## src/rtl/cpu_pkg.sv

```systemverilog
// Shared CPU definitions used by the fetch stage and the controller that
// drives the PC select mux.
//   PC_SEL_*          : PC select mux leg encodings (driven by the controller).
//   fetch_state_t     : fetch FSM state encoding.
//   DEFAULT_RESET_PC  : PC loaded on reset unless overridden.
package cpu_pkg;

  localparam logic [1:0] PC_SEL_ADD_4        = 2'b00;
  localparam logic [1:0] PC_SEL_ADD_IMM_SL_1 = 2'b01;
  localparam logic [1:0] PC_SEL_EXCEPTION    = 2'b10;

  typedef enum logic [1:0] {
    START = 2'd0,
    FETCH = 2'd1,
    HOLD  = 2'd2
  } fetch_state_t;

  localparam logic [31:0] DEFAULT_RESET_PC = 32'h0000_0000;

endpackage

```

## src/rtl/instr_fetch_stage_pc_reg.sv

```systemverilog
// Program counter register with load enable.
//   i_clk     : clock, rising edge
//   i_rst_n   : asynchronous active-low reset, loads RESET_VAL
//   i_load    : capture i_d on the next rising edge
//   i_d       : value to load
//   o_q       : current register value
module pc_reg
  import cpu_pkg::*;
#(
  parameter int             W         = 32,
  parameter logic [W-1:0]   RESET_VAL = W'(DEFAULT_RESET_PC)
) (
  input  logic         i_clk,
  input  logic         i_rst_n,
  input  logic         i_load,
  input  logic [W-1:0] i_d,
  output logic [W-1:0] o_q
);

  logic [W-1:0] r_q;

  always_ff @(posedge i_clk or negedge i_rst_n) begin
    if (!i_rst_n) begin
      r_q <= RESET_VAL;
    end else if (i_load) begin
      r_q <= i_d;
    end
  end

  assign o_q = r_q;

endmodule

```

## src/rtl/instr_fetch_stage.sv

```systemverilog
// Instruction fetch stage: owns the PC, requests instruction memory, buffers
// one returned word and hands it to decode over valid/ready.
//   i_clk, i_rst_n           : clock (rising edge), async active-low reset
//   i_next_pc, i_redirect    : next PC from the select mux; redirect marks a
//                              non-sequential load valid this cycle
//   o_pc, o_pc_plus_4        : current PC and PC+4 (mod 2^PC_SIZE) to the mux
//   o_imem_req, o_imem_addr  : memory request and registered address
//   i_imem_ack, i_imem_rdata : memory response, data valid with ack
//   o_inst_valid, o_inst,
//   o_inst_pc, i_inst_ready  : buffered instruction handshake to decode
//
// state | meaning
// START | one idle cycle after reset, no request
// FETCH | request outstanding, address held until ack
// HOLD  | instruction buffered and presented to decode, no request
module instr_fetch_stage
  import cpu_pkg::*;
#(
  parameter int                 PC_SIZE   = 32,
  parameter int                 INST_SIZE = 32,
  parameter logic [PC_SIZE-1:0] RESET_PC  = PC_SIZE'(DEFAULT_RESET_PC)
) (
  input  logic                 i_clk,
  input  logic                 i_rst_n,
  input  logic [PC_SIZE-1:0]   i_next_pc,
  input  logic                 i_redirect,
  output logic [PC_SIZE-1:0]   o_pc,
  output logic [PC_SIZE-1:0]   o_pc_plus_4,
  output logic                 o_imem_req,
  output logic [PC_SIZE-1:0]   o_imem_addr,
  input  logic                 i_imem_ack,
  input  logic [INST_SIZE-1:0] i_imem_rdata,
  output logic                 o_inst_valid,
  output logic [INST_SIZE-1:0] o_inst,
  output logic [PC_SIZE-1:0]   o_inst_pc,
  input  logic                 i_inst_ready
);

  fetch_state_t         r_state, w_state_nxt;
  logic                 r_discard, w_discard_nxt;
  logic [PC_SIZE-1:0]   r_addr, w_addr_nxt;
  logic [INST_SIZE-1:0] r_inst;
  logic [PC_SIZE-1:0]   r_inst_pc;
  logic [PC_SIZE-1:0]   w_pc;
  logic                 w_pc_load;
  logic                 w_capture;
  logic                 w_imem_req;

  // Every PC load takes the mux output; in HOLD without redirect the mux is
  // on its add-4 leg, so the sequential case needs no separate path.
  pc_reg #(
    .W         (PC_SIZE),
    .RESET_VAL (RESET_PC)
  ) u_pc_reg (
    .i_clk   (i_clk),
    .i_rst_n (i_rst_n),
    .i_load  (w_pc_load),
    .i_d     (i_next_pc),
    .o_q     (w_pc)
  );

  always_ff @(posedge i_clk or negedge i_rst_n) begin
    if (!i_rst_n) begin
      r_state   <= START;
      r_discard <= 1'b0;
      r_addr    <= RESET_PC;
    end else begin
      r_state   <= w_state_nxt;
      r_discard <= w_discard_nxt;
      r_addr    <= w_addr_nxt;
    end
  end

  always_ff @(posedge i_clk or negedge i_rst_n) begin
    if (!i_rst_n) begin
      r_inst    <= '0;
      r_inst_pc <= '0;
    end else if (w_capture) begin
      r_inst    <= i_imem_rdata;
      r_inst_pc <= r_addr;
    end
  end

  always_comb begin
    w_state_nxt   = r_state;
    w_discard_nxt = r_discard;
    w_addr_nxt    = r_addr;
    w_pc_load     = 1'b0;
    w_capture     = 1'b0;
    w_imem_req    = 1'b0;
    case (r_state)
      START: begin
        w_state_nxt = FETCH;
        if (i_redirect) begin
          w_pc_load  = 1'b1;
          w_addr_nxt = i_next_pc;
        end else begin
          w_addr_nxt = w_pc;
        end
      end
      FETCH: begin
        w_imem_req = 1'b1;
        if (i_imem_ack) begin
          if (i_redirect) begin
            // Response belongs to the abandoned path; reissue at the target.
            w_pc_load     = 1'b1;
            w_addr_nxt    = i_next_pc;
            w_discard_nxt = 1'b0;
          end else if (r_discard) begin
            // Stale response for a request raised before an earlier redirect.
            w_addr_nxt    = w_pc;
            w_discard_nxt = 1'b0;
          end else begin
            w_capture   = 1'b1;
            w_state_nxt = HOLD;
          end
        end else if (i_redirect) begin
          // The request cannot be withdrawn, so keep the old address up and
          // drop its data when it finally returns.
          w_pc_load     = 1'b1;
          w_discard_nxt = 1'b1;
        end
      end
      HOLD: begin
        if (i_redirect || i_inst_ready) begin
          w_pc_load   = 1'b1;
          w_addr_nxt  = i_next_pc;
          w_state_nxt = FETCH;
        end
      end
      default: begin
        w_state_nxt = START;
      end
    endcase
  end

  assign o_pc         = w_pc;
  assign o_pc_plus_4  = w_pc + PC_SIZE'(4);
  assign o_imem_req   = w_imem_req;
  assign o_imem_addr  = r_addr;
  assign o_inst_valid = (r_state == HOLD);
  assign o_inst       = r_inst;
  assign o_inst_pc    = r_inst_pc;

endmodule

```

## config.mk

```make
export PLATFORM = sky130hd
export DESIGN_NAME = instr_fetch_stage
export DESIGN_NICKNAME = d
export VERILOG_FILES = /design/src/rtl/cpu_pkg.sv /design/src/rtl/instr_fetch_stage_pc_reg.sv /design/src/rtl/instr_fetch_stage.sv
export SDC_FILE = /design/constraint.sdc
export NUM_CORES = 1
export LEC_CHECK = 0
export CAP_MARGIN = 20
export CELL_PAD_IN_SITES_DETAIL_PLACEMENT = 0
export CELL_PAD_IN_SITES_GLOBAL_PLACEMENT = 1
export CORE_AREA = 10 10 125 155
export DETAILED_ROUTE_END_ITERATION = 12
export DIE_AREA = 0 0 135 165
export PLACE_DENSITY_LB_ADDON = 0.15
export SYNTH_ARGS = -nofsm -noshare
export SYNTH_HDL_FRONTEND = slang
export SYNTH_SLANG_ARGS = --single-unit
```

## constraint.sdc

```tcl
create_clock -name i_clk -period 4.05 [get_ports i_clk]
set_input_delay 0.405 -clock i_clk [delete_from_list [all_inputs] [get_ports i_clk]]
set_output_delay 0.405 -clock i_clk [all_outputs]
set_load 0.01 [all_outputs]
```

==> results of run 1 <==
[worst max-delay path: stages, from the launching register on]
cell and delay [ns]:
sky130_fd_sc_hd__dfrtp_1 0.44, sky130_fd_sc_hd__nand3_1 0.21, sky130_fd_sc_hd__or4_4 0.65, sky130_fd_sc_hd__nor4_1 0.39, sky130_fd_sc_hd__xor2_1 0.19, sky130_fd_sc_hd__clkdlybuf4s50_1 0.59
[power groups by stage]
stage / clock [W] / combinational, W / sequential (W)
2_1_floorplan: 0 / 0.00102 / 0.00254
3_3_place_gp: 0 / 0.00296 / 0.00231
3_5_place_dp: 0 / 0.00298 / 0.00236
4_1_cts: 0.00161 / 0.00300 / 0.00234
5_1_grt: 0.00167 / 0.00313 / 0.00242
6_report: 0.00157 / 0.00292 / 0.00233
[state kept, by name, indices dropped and copies added, names as in the netlist]
register	flops
u_pc_reg.o_q	32
o_inst_pc	32
r_state	2
r_discard	1
o_imem_addr	32
o_inst	32
[per-stage QoR]
step | std cells | power, W | instance area (um^2)
finish | 888 | 0.00682 | 9050
floorplan | 424 | 0.00356 | 5920
detailed placement | 855 | 0.00534 | 8440
CTS | 887 | 0.00695 | 9050
global placement | 855 | 0.00528 | 8440
global route | 887 | 0.00722 | 9050
[kinds of logic (layout without fill, tap and decap cells)]
kind of cell,after synthesis,after routing
simple gates,65,65
other cells,0,1
xor+xnor,28,28
fa+ha+maj,1,1
flops,131,131
buf+inv,30,277
compound gates,14,14
mux,155,155
[worst max-delay path by stage]
stage | endpoint | slack [ns] | depth (start not counted)
floorplan | o_pc_plus_4[20] | 1.82 | 5
global placement | o_pc_plus_4[22] | 1.20 | 5
detailed placement | o_pc_plus_4[22] | 1.16 | 5
CTS | o_pc_plus_4[22] | 0.70 | 5
global route | o_pc_plus_4[22] | 0.59 | 5
finish | o_pc_plus_4[22] | 0.74 | 5
[layout make-up]
cell class / instances / share of cell area, %
Timing Repair Buffer: 236 / 26.0
Inverter: 9 / 0.373
Multi-Input combinational cell: 263 / 27.7
Clock inverter: 15 / 2.02
Clock buffer: 17 / 4.70
Tap cell: 216 / 2.99
Antenna cell: 1 / 0.0277
Sequential cell: 131 / 36.2
[per-layer routing]
metal	vias to the layer above	share of wire, %	GRT usage [%]
li1	1981	-	-
met4	0	1.2	5.74
met2	160	50	26.4
met3	13	10	7.69
met1	2118	39	16.7
met5	-	0	0
[placed cells by master, fill, tap and decap left out, types with 2 or more instances in the layout]
master                              n
sky130_fd_sc_hd__clkdlybuf4s50_1  229
sky130_fd_sc_hd__mux2_2           150
sky130_fd_sc_hd__dfrtp_1          131
sky130_fd_sc_hd__xor2_1            18
sky130_fd_sc_hd__nand2_1           17
sky130_fd_sc_hd__clkbuf_16         17
sky130_fd_sc_hd__xnor2_1           10
sky130_fd_sc_hd__inv_1              9
sky130_fd_sc_hd__nand3_1            9
sky130_fd_sc_hd__nor4_2             8
sky130_fd_sc_hd__nor2_1             8
sky130_fd_sc_hd__o21ai_0            6
sky130_fd_sc_hd__buf_4              6
sky130_fd_sc_hd__nor3_1             5
sky130_fd_sc_hd__mux2_1             5
sky130_fd_sc_hd__clkinvlp_4         4
sky130_fd_sc_hd__clkinv_4           4
sky130_fd_sc_hd__a21oi_1            3
sky130_fd_sc_hd__bufinv_16          3
sky130_fd_sc_hd__nor2b_1            2
sky130_fd_sc_hd__and4_1             2
sky130_fd_sc_hd__and3_1             2
sky130_fd_sc_hd__nor4_1             2
sky130_fd_sc_hd__or2_2              2
sky130_fd_sc_hd__nand4_1            2
sky130_fd_sc_hd__inv_6              2
sky130_fd_sc_hd__clkinv_2           2
==> run_summary.xml, run 1 <==
<?xml version="1.0" encoding="UTF-8"?>
<metrics>
  <group name="logic_synthesis">
    <metric name="synth_adder_area_share" unit="%">0.211</metric>
    <metric name="synthesized_area_per_cell" unit="um^2">14.0</metric>
    <metric name="synth_top_cells_by_area" unit="">sky130_fd_sc_hd__dfrtp_1, sky130_fd_sc_hd__mux2_2, sky130_fd_sc_hd__xor2_1, sky130_fd_sc_hd__nor4_2, sky130_fd_sc_hd__xnor2_1</metric>
    <metric name="mappedNetlistArea" unit="um^2">5920</metric>
    <metric name="synth_top_family_by_area" unit="">multiplexers</metric>
    <metric name="synth_simple_gate_area_share" unit="%">6.83</metric>
    <metric name="synth_common_cells" unit="">sky130_fd_sc_hd__mux2_2, sky130_fd_sc_hd__dfrtp_1, sky130_fd_sc_hd__xor2_1, sky130_fd_sc_hd__nand2_1, sky130_fd_sc_hd__buf_2</metric>
    <metric name="most_common_cell_in_the_synthesized_netlist" unit="">sky130_fd_sc_hd__mux2_2</metric>
    <metric name="synth.yosys.warnings" unit="">0</metric>
    <metric name="synth_top_flop_cell" unit="">sky130_fd_sc_hd__dfrtp_1</metric>
    <metric name="synth-seq-cells" unit="">131</metric>
    <metric name="synth_top_cell_by_area" unit="">sky130_fd_sc_hd__dfrtp_1</metric>
    <metric name="complex_gate_fraction_of_the_synthesized_area" unit="%">1.44</metric>
    <metric name="netlist.area_leader.share" unit="%">55.4</metric>
    <metric name="synth_unique_cells" unit="">34</metric>
    <metric name="muxShareOfSynthArea" unit="%">29.5</metric>
    <metric name="synth.net_count" unit="">494</metric>
    <metric name="yosys.area_share.xor_xnor" unit="%">4.14</metric>
    <metric name="number_of_enable_flip_flop_cells_after_synthesis" unit="">0</metric>
    <metric name="synth_cells" unit="">424</metric>
    <metric name="sequential_element_share_of_the_synthesized_area" unit="%">55.4</metric>
    <metric name="synthArstFlopShare" unit="%">100</metric>
  </group>
  <group name="clocking">
    <metric name="worstSkewPairLatency" unit="ns">0.43</metric>
    <metric name="clock_tree.htree_level_count" unit="">4</metric>
    <metric name="cts.repair.resized" unit="">0</metric>
    <metric name="cts_tree" unit="">yes</metric>
    <metric name="ctsHoldBuffers" unit="">0</metric>
    <metric name="numClockSinks" unit="">131</metric>
    <metric name="cts_inserted_buffers" unit="">17</metric>
    <metric name="post-cts-setup-buffers" unit="">0</metric>
    <metric name="clock_transition_at_the_registers_of_the_reported_paths" unit="ns">0.06</metric>
    <metric name="root_buffer" unit="">sky130_fd_sc_hd__clkbuf_16</metric>
    <metric name="cts-root-to-sink-buffers" unit="">2</metric>
  </group>
  <group name="critical_path">
    <metric name="cp-start-kind" unit="">register</metric>
    <metric name="crit_required" unit="ns">3.64</metric>
    <metric name="critical_path_class" unit="">register to primary output</metric>
    <metric name="critical_path.endpoint_type" unit="">primary output</metric>
    <metric name="crit_path_start" unit="">u_pc_reg.o_q[12]</metric>
    <metric name="r2r.worst_path.cells" unit="">5</metric>
    <metric name="critical_path_arrival" unit="ns">2.90</metric>
    <metric name="worstPathMaxFanout" unit="">11</metric>
    <metric name="regToRegEndpoint" unit="">o_imem_addr[7]</metric>
    <metric name="reg2reg_slack" unit="ns">1.81</metric>
    <metric name="r2r-start" unit="">r_state[1]</metric>
  </group>
  <group name="global_routing">
    <metric name="grt_antenna_before_repair" unit="">0</metric>
    <metric name="via_count_of_the_first_global_routing_pass" unit="">4659</metric>
    <metric name="first_pass_grt_wire_length" unit="um">26800</metric>
    <metric name="grt_usage" unit="%">15.7</metric>
    <metric name="remaining_global_route_overflow" unit="">0</metric>
    <metric name="grt_start_max_net_pins" unit="">107</metric>
  </group>
  <group name="floorplan">
    <metric name="core_area" unit="um^2">16200</metric>
    <metric name="dieWidth" unit="um">135</metric>
    <metric name="floorplan.initialDensity" unit="%">36.5</metric>
    <metric name="fp-row-count" unit="">52</metric>
    <metric name="die_area" unit="um^2">22300</metric>
    <metric name="die_height" unit="um">165</metric>
    <metric name="design.portCount" unit="">231</metric>
  </group>
  <group name="detailed_routing">
    <metric name="drt_drc_violations_left" unit="">0</metric>
    <metric name="initialDrtViolationCount" unit="">134</metric>
    <metric name="post_drt_via_cell_ratio" unit="">4.81</metric>
    <metric name="ant_nets" unit="">0</metric>
    <metric name="route.final.wire_length" unit="um">17600</metric>
    <metric name="wire_length_per_cell_after_detailed_routing" unit="um">19.8</metric>
    <metric name="dr_total_vias" unit="">4272</metric>
    <metric name="detailedRoute.firstPassIterationCount" unit="">4</metric>
  </group>
  <group name="placed_design">
    <metric name="buffer_ports.inserted" unit="">230</metric>
    <metric name="hpwlAfterDp" unit="um">13100</metric>
    <metric name="post-place-ws" unit="ns">1.16</metric>
    <metric name="gpl.final_weighted_congestion" unit="">0.779</metric>
  </group>
  <group name="layout">
    <metric name="layout-drive-gt1-share" unit="%">30.7</metric>
    <metric name="finalNetCount" unit="">728</metric>
    <metric name="syn_to_final_growth" unit="%">52.9</metric>
    <metric name="fill_cells" unit="">1357</metric>
    <metric name="final_core_utilization" unit="%">55.9</metric>
    <metric name="multi_input_area" unit="um^2">2510</metric>
    <metric name="regArea" unit="um^2">3280</metric>
  </group>
  <group name="pwr">
    <metric name="p_sw" unit="W">0.00216</metric>
    <metric name="p_int" unit="W">0.00466</metric>
    <metric name="power_per_cell_area" unit="nW/um^2">754</metric>
    <metric name="worst_ir_drop_vdd" unit="mV">0.382</metric>
    <metric name="netSwitchingFraction" unit="%">31.6</metric>
    <metric name="seqPwrFrac" unit="%">34.1</metric>
    <metric name="leakage" unit="nW">3.64</metric>
    <metric name="clock_network_power_share" unit="%">23.1</metric>
    <metric name="comb_power_share" unit="%">42.8</metric>
  </group>
  <group name="sta">
    <metric name="timing.final.max_slew_violations" unit="">0</metric>
    <metric name="timing.setup.tns" unit="ns">0</metric>
    <metric name="period_share" unit="%">81.7</metric>
    <metric name="fin_worst_skew" unit="ns">0.0143</metric>
    <metric name="max_freq" unit="MHz">302</metric>
    <metric name="finalCriticalPeriod" unit="ns">3.31</metric>
    <metric name="slew_headroom" unit="%">34.6</metric>
    <metric name="count_of_final_hold_check_violations" unit="">0</metric>
    <metric name="final-setup-viol-count" unit="">0</metric>
    <metric name="setup_ws" unit="ns">0.742</metric>
    <metric name="grt_setup_unrepaired" unit="">false</metric>
    <metric name="tightestPinTransition" unit="ns">0.981</metric>
    <metric name="worst_hold_slack" unit="ns">0.119</metric>
  </group>
  <group name="run">
    <metric name="max_cap_viol_count" unit="">0</metric>
  </group>
  <group name="status">
    <metric name="outcome" unit="">finished, final reports clean</metric>
  </group>
  <group name="worst_hold_path">
    <metric name="hold_class" unit="">primary input to async pin</metric>
  </group>
</metrics>
Power figures use the tool's default switching activity.
==> run 2, diff against run 1 <==
--- a/config.mk
+++ b/config.mk
@@ -8,9 +8,9 @@
 export CAP_MARGIN = 20
 export CELL_PAD_IN_SITES_DETAIL_PLACEMENT = 0
 export CELL_PAD_IN_SITES_GLOBAL_PLACEMENT = 1
-export CORE_AREA = 10 10 125 155
+export CORE_AREA = 10 10 135 168
 export DETAILED_ROUTE_END_ITERATION = 12
-export DIE_AREA = 0 0 135 165
+export DIE_AREA = 0 0 145 178
 export PLACE_DENSITY_LB_ADDON = 0.15
 export SYNTH_ARGS = -nofsm -noshare
 export SYNTH_HDL_FRONTEND = slang
==> constraint.sdc (replaced) <==
create_clock -name i_clk -period 2.9 [get_ports i_clk]
set_input_delay 0.29 -clock i_clk [delete_from_list [all_inputs] [get_ports i_clk]]
set_output_delay 0.29 -clock i_clk [all_outputs]
set_load 0.01 [all_outputs]
==> run_summary.xml, run 2 (synthesis results as in run 1) <==
<?xml version="1.0" encoding="UTF-8"?>
<metrics>
  <group name="worst_hold_path">
    <metric name="hold_class" unit="">primary input to async pin</metric>
  </group>
  <group name="layout">
    <metric name="finalNetCount" unit="">748</metric>
    <metric name="multi_input_area" unit="um^2">2590</metric>
    <metric name="diodes" unit="">0</metric>
    <metric name="mostFrequentLayoutCell" unit="">sky130_fd_sc_hd__clkdlybuf4s50_1</metric>
    <metric name="syn_to_final_growth" unit="%">57.6</metric>
    <metric name="regArea" unit="um^2">3280</metric>
    <metric name="fill_cells" unit="">1788</metric>
    <metric name="layoutNonFillerInstCount" unit="">954</metric>
    <metric name="layout-drive-gt1-share" unit="%">33.8</metric>
    <metric name="final_cell_mix" unit="">sky130_fd_sc_hd__clkdlybuf4s50_1, sky130_fd_sc_hd__mux2_2, sky130_fd_sc_hd__dfrtp_1</metric>
  </group>
  <group name="placed_design">
    <metric name="place.detailed.instances" unit="">918</metric>
    <metric name="gpl.final_weighted_congestion" unit="">0.750</metric>
    <metric name="buffer_ports.inserted" unit="">230</metric>
    <metric name="hpwlAfterDp" unit="um">13900</metric>
  </group>
  <group name="critical_path">
    <metric name="worstPathMaxFanout" unit="">5</metric>
    <metric name="crit_required" unit="ns">2.61</metric>
    <metric name="cpPeakStageDelay" unit="ns">0.59</metric>
    <metric name="reg2reg_slack" unit="ns">0.84</metric>
    <metric name="critical_path_class" unit="">register to primary output</metric>
    <metric name="critical_path.slowest_cell" unit="">sky130_fd_sc_hd__or4_4</metric>
    <metric name="crit_chain" unit="">nand3_1, or4_4, nor3_2, xnor2_1, clkdlybuf4s50_1</metric>
    <metric name="r2r.worst_path.cells" unit="">5</metric>
    <metric name="cp-start-kind" unit="">register</metric>
    <metric name="critical_path_arrival" unit="ns">2.53</metric>
    <metric name="critical_path.endpoint_type" unit="">primary output</metric>
  </group>
  <group name="pwr">
    <metric name="seqPwrFrac" unit="%">33.6</metric>
    <metric name="clock_network_power_share" unit="%">22.2</metric>
    <metric name="comb_power_share" unit="%">44.2</metric>
    <metric name="p_int" unit="W">0.00655</metric>
    <metric name="leakage" unit="nW">3.82</metric>
    <metric name="netSwitchingFraction" unit="%">31.6</metric>
    <metric name="worst_ir_drop_vdd" unit="mV">0.433</metric>
    <metric name="power_per_cell_area" unit="nW/um^2">1030</metric>
    <metric name="p_sw" unit="W">0.00302</metric>
  </group>
  <group name="detailed_routing">
    <metric name="ant_nets" unit="">0</metric>
    <metric name="route.final.wire_length" unit="um">18700</metric>
    <metric name="wire_length_per_cell_after_detailed_routing" unit="um">19.7</metric>
    <metric name="detailedRoute.firstPassIterationCount" unit="">4</metric>
    <metric name="initialDrtViolationCount" unit="">99</metric>
    <metric name="post_drt_via_cell_ratio" unit="">4.57</metric>
    <metric name="drt_drc_violations_left" unit="">0</metric>
    <metric name="dr_total_vias" unit="">4359</metric>
  </group>
  <group name="sta">
    <metric name="timing.setup.tns" unit="ns">0</metric>
    <metric name="grt_setup_unrepaired" unit="">true</metric>
    <metric name="final-setup-viol-count" unit="">0</metric>
    <metric name="finalCriticalPeriod" unit="ns">2.82</metric>
    <metric name="fin_worst_skew" unit="ns">0.00614</metric>
    <metric name="tightestPinTransition" unit="ns">0.646</metric>
    <metric name="count_of_final_hold_check_violations" unit="">0</metric>
    <metric name="slew_headroom" unit="%">56.9</metric>
    <metric name="timing.final.max_slew_violations" unit="">0</metric>
    <metric name="max_freq" unit="MHz">355</metric>
    <metric name="period_share" unit="%">97.2</metric>
  </group>
  <group name="clocking">
    <metric name="clock_transition_at_the_registers_of_the_reported_paths" unit="ns">0.06</metric>
    <metric name="cts_tree" unit="">yes</metric>
    <metric name="worstSkewPairLatency" unit="ns">0.42</metric>
    <metric name="clock_tree.htree_level_count" unit="">4</metric>
    <metric name="root_buffer" unit="">sky130_fd_sc_hd__clkbuf_16</metric>
    <metric name="numClockSinks" unit="">131</metric>
    <metric name="cts-root-to-sink-buffers" unit="">2</metric>
    <metric name="cts_inserted_buffers" unit="">17</metric>
  </group>
  <group name="status">
    <metric name="outcome" unit="">finished, final reports clean</metric>
  </group>
  <group name="global_routing">
    <metric name="remaining_global_route_overflow" unit="">0</metric>
    <metric name="grt_usage" unit="%">14.7</metric>
    <metric name="first_pass_grt_wire_length" unit="um">29600</metric>
    <metric name="grt_start_max_net_pins" unit="">67</metric>
    <metric name="via_count_of_the_first_global_routing_pass" unit="">5070</metric>
    <metric name="grt_antenna_before_repair" unit="">0</metric>
  </group>
  <group name="run">
    <metric name="max_cap_viol_count" unit="">0</metric>
  </group>
  <group name="floorplan">
    <metric name="fp-row-count" unit="">57</metric>
    <metric name="die_height" unit="um">178</metric>
    <metric name="die_area" unit="um^2">25800</metric>
    <metric name="design.portCount" unit="">231</metric>
    <metric name="dieWidth" unit="um">145</metric>
    <metric name="floorplan.initialDensity" unit="%">30.6</metric>
    <metric name="core_area" unit="um^2">19300</metric>
  </group>
</metrics>
-- run 2: layer usage --
metal,up-vias,global-route usage [%],wire length (um),share of wire [%]
met5,-,0,0,0
met4,0,4.26,186,0.99
met3,17,8.04,1980,11
met2,169,24.5,9140,49
met1,2161,15.8,7440,40
li1,2012,-,-,-
-- run 2: worst max-delay path: cells and delay by family (launching register included) --
| family | cells | cell delay [ns] |
|---|---|---|
| buffers and inverters | 1 | 0.58 |
| and+or+nand+nor | 3 | 0.97 |
| DFF | 1 | 0.40 |
| xor gates and xnor gates | 1 | 0.16 |
-- run 2: power groups by stage --
stage	Clock (W)	Sequential [W]	Combinational, W
after floorplan	0	0.00355	0.00142
after global placement	0	0.00320	0.00429
after detailed placement	0	0.00326	0.00431
after CTS	0.00219	0.00323	0.00433
after global routing	0.00229	0.00335	0.00455
final	0.00212	0.00321	0.00423
-- run 2: final cells by class --
cell class	instances	area share, %
multi-input cells	264	27.7
well taps	265	3.55
flip-flops and latches	131	35.2
clock inverters	11	1.49
repair buffers	255	27.1
inverters	9	0.362
clock buffers	19	4.64
-- run 2: stage by stage --
step	total power, W	hold WS [ns]	setup WS, ns	utilization, %	cell area (um^2)
floorplan	0.00497	-0.00559	0.788	-	5920
global placement	0.00748	0.327	0.228	44.7	8640
detailed placement	0.00757	0.333	0.229	44.7	8640
CTS	0.00975	0.447	0.00858	48.1	9290
global route	0.0102	0.461	-0.0318	48.3	9330
finish	0.00957	0.416	0.0806	48.3	9330
-- run 2: final timing paths --
kind,start,endpoint
min,i_rst_n,o_inst_pc[6]
min reg2reg,o_inst_pc[11],o_inst_pc[11]
min in group i_clk,i_next_pc[2],u_pc_reg.o_q[2]
max,u_pc_reg.o_q[11],o_pc_plus_4[23]
max in group asynchronous,i_rst_n,o_inst[10]
max reg2reg,r_state[0],o_inst[13]
-- run 2: what timing repair did --
action,4_1_cts,5_1_grt
gates resized for setup,17,15
gates cloned,1,0
hold endpoints to repair,63,0
hold buffers,1,0
endpoints found under the setup margin,13,11
pin swaps,1,3
setup buffers,4,0
==> run 3, diff against run 2 <==
--- a/config.mk
+++ b/config.mk
@@ -9,6 +9,7 @@
 export CELL_PAD_IN_SITES_DETAIL_PLACEMENT = 0
 export CELL_PAD_IN_SITES_GLOBAL_PLACEMENT = 1
 export CORE_AREA = 10 10 135 168
+export CTS_CLUSTER_SIZE = 40
 export DETAILED_ROUTE_END_ITERATION = 12
 export DIE_AREA = 0 0 145 178
 export PLACE_DENSITY_LB_ADDON = 0.15
==> results of run 3 <==
No change in the layout: final DEF, timing and power equal those of run 2.
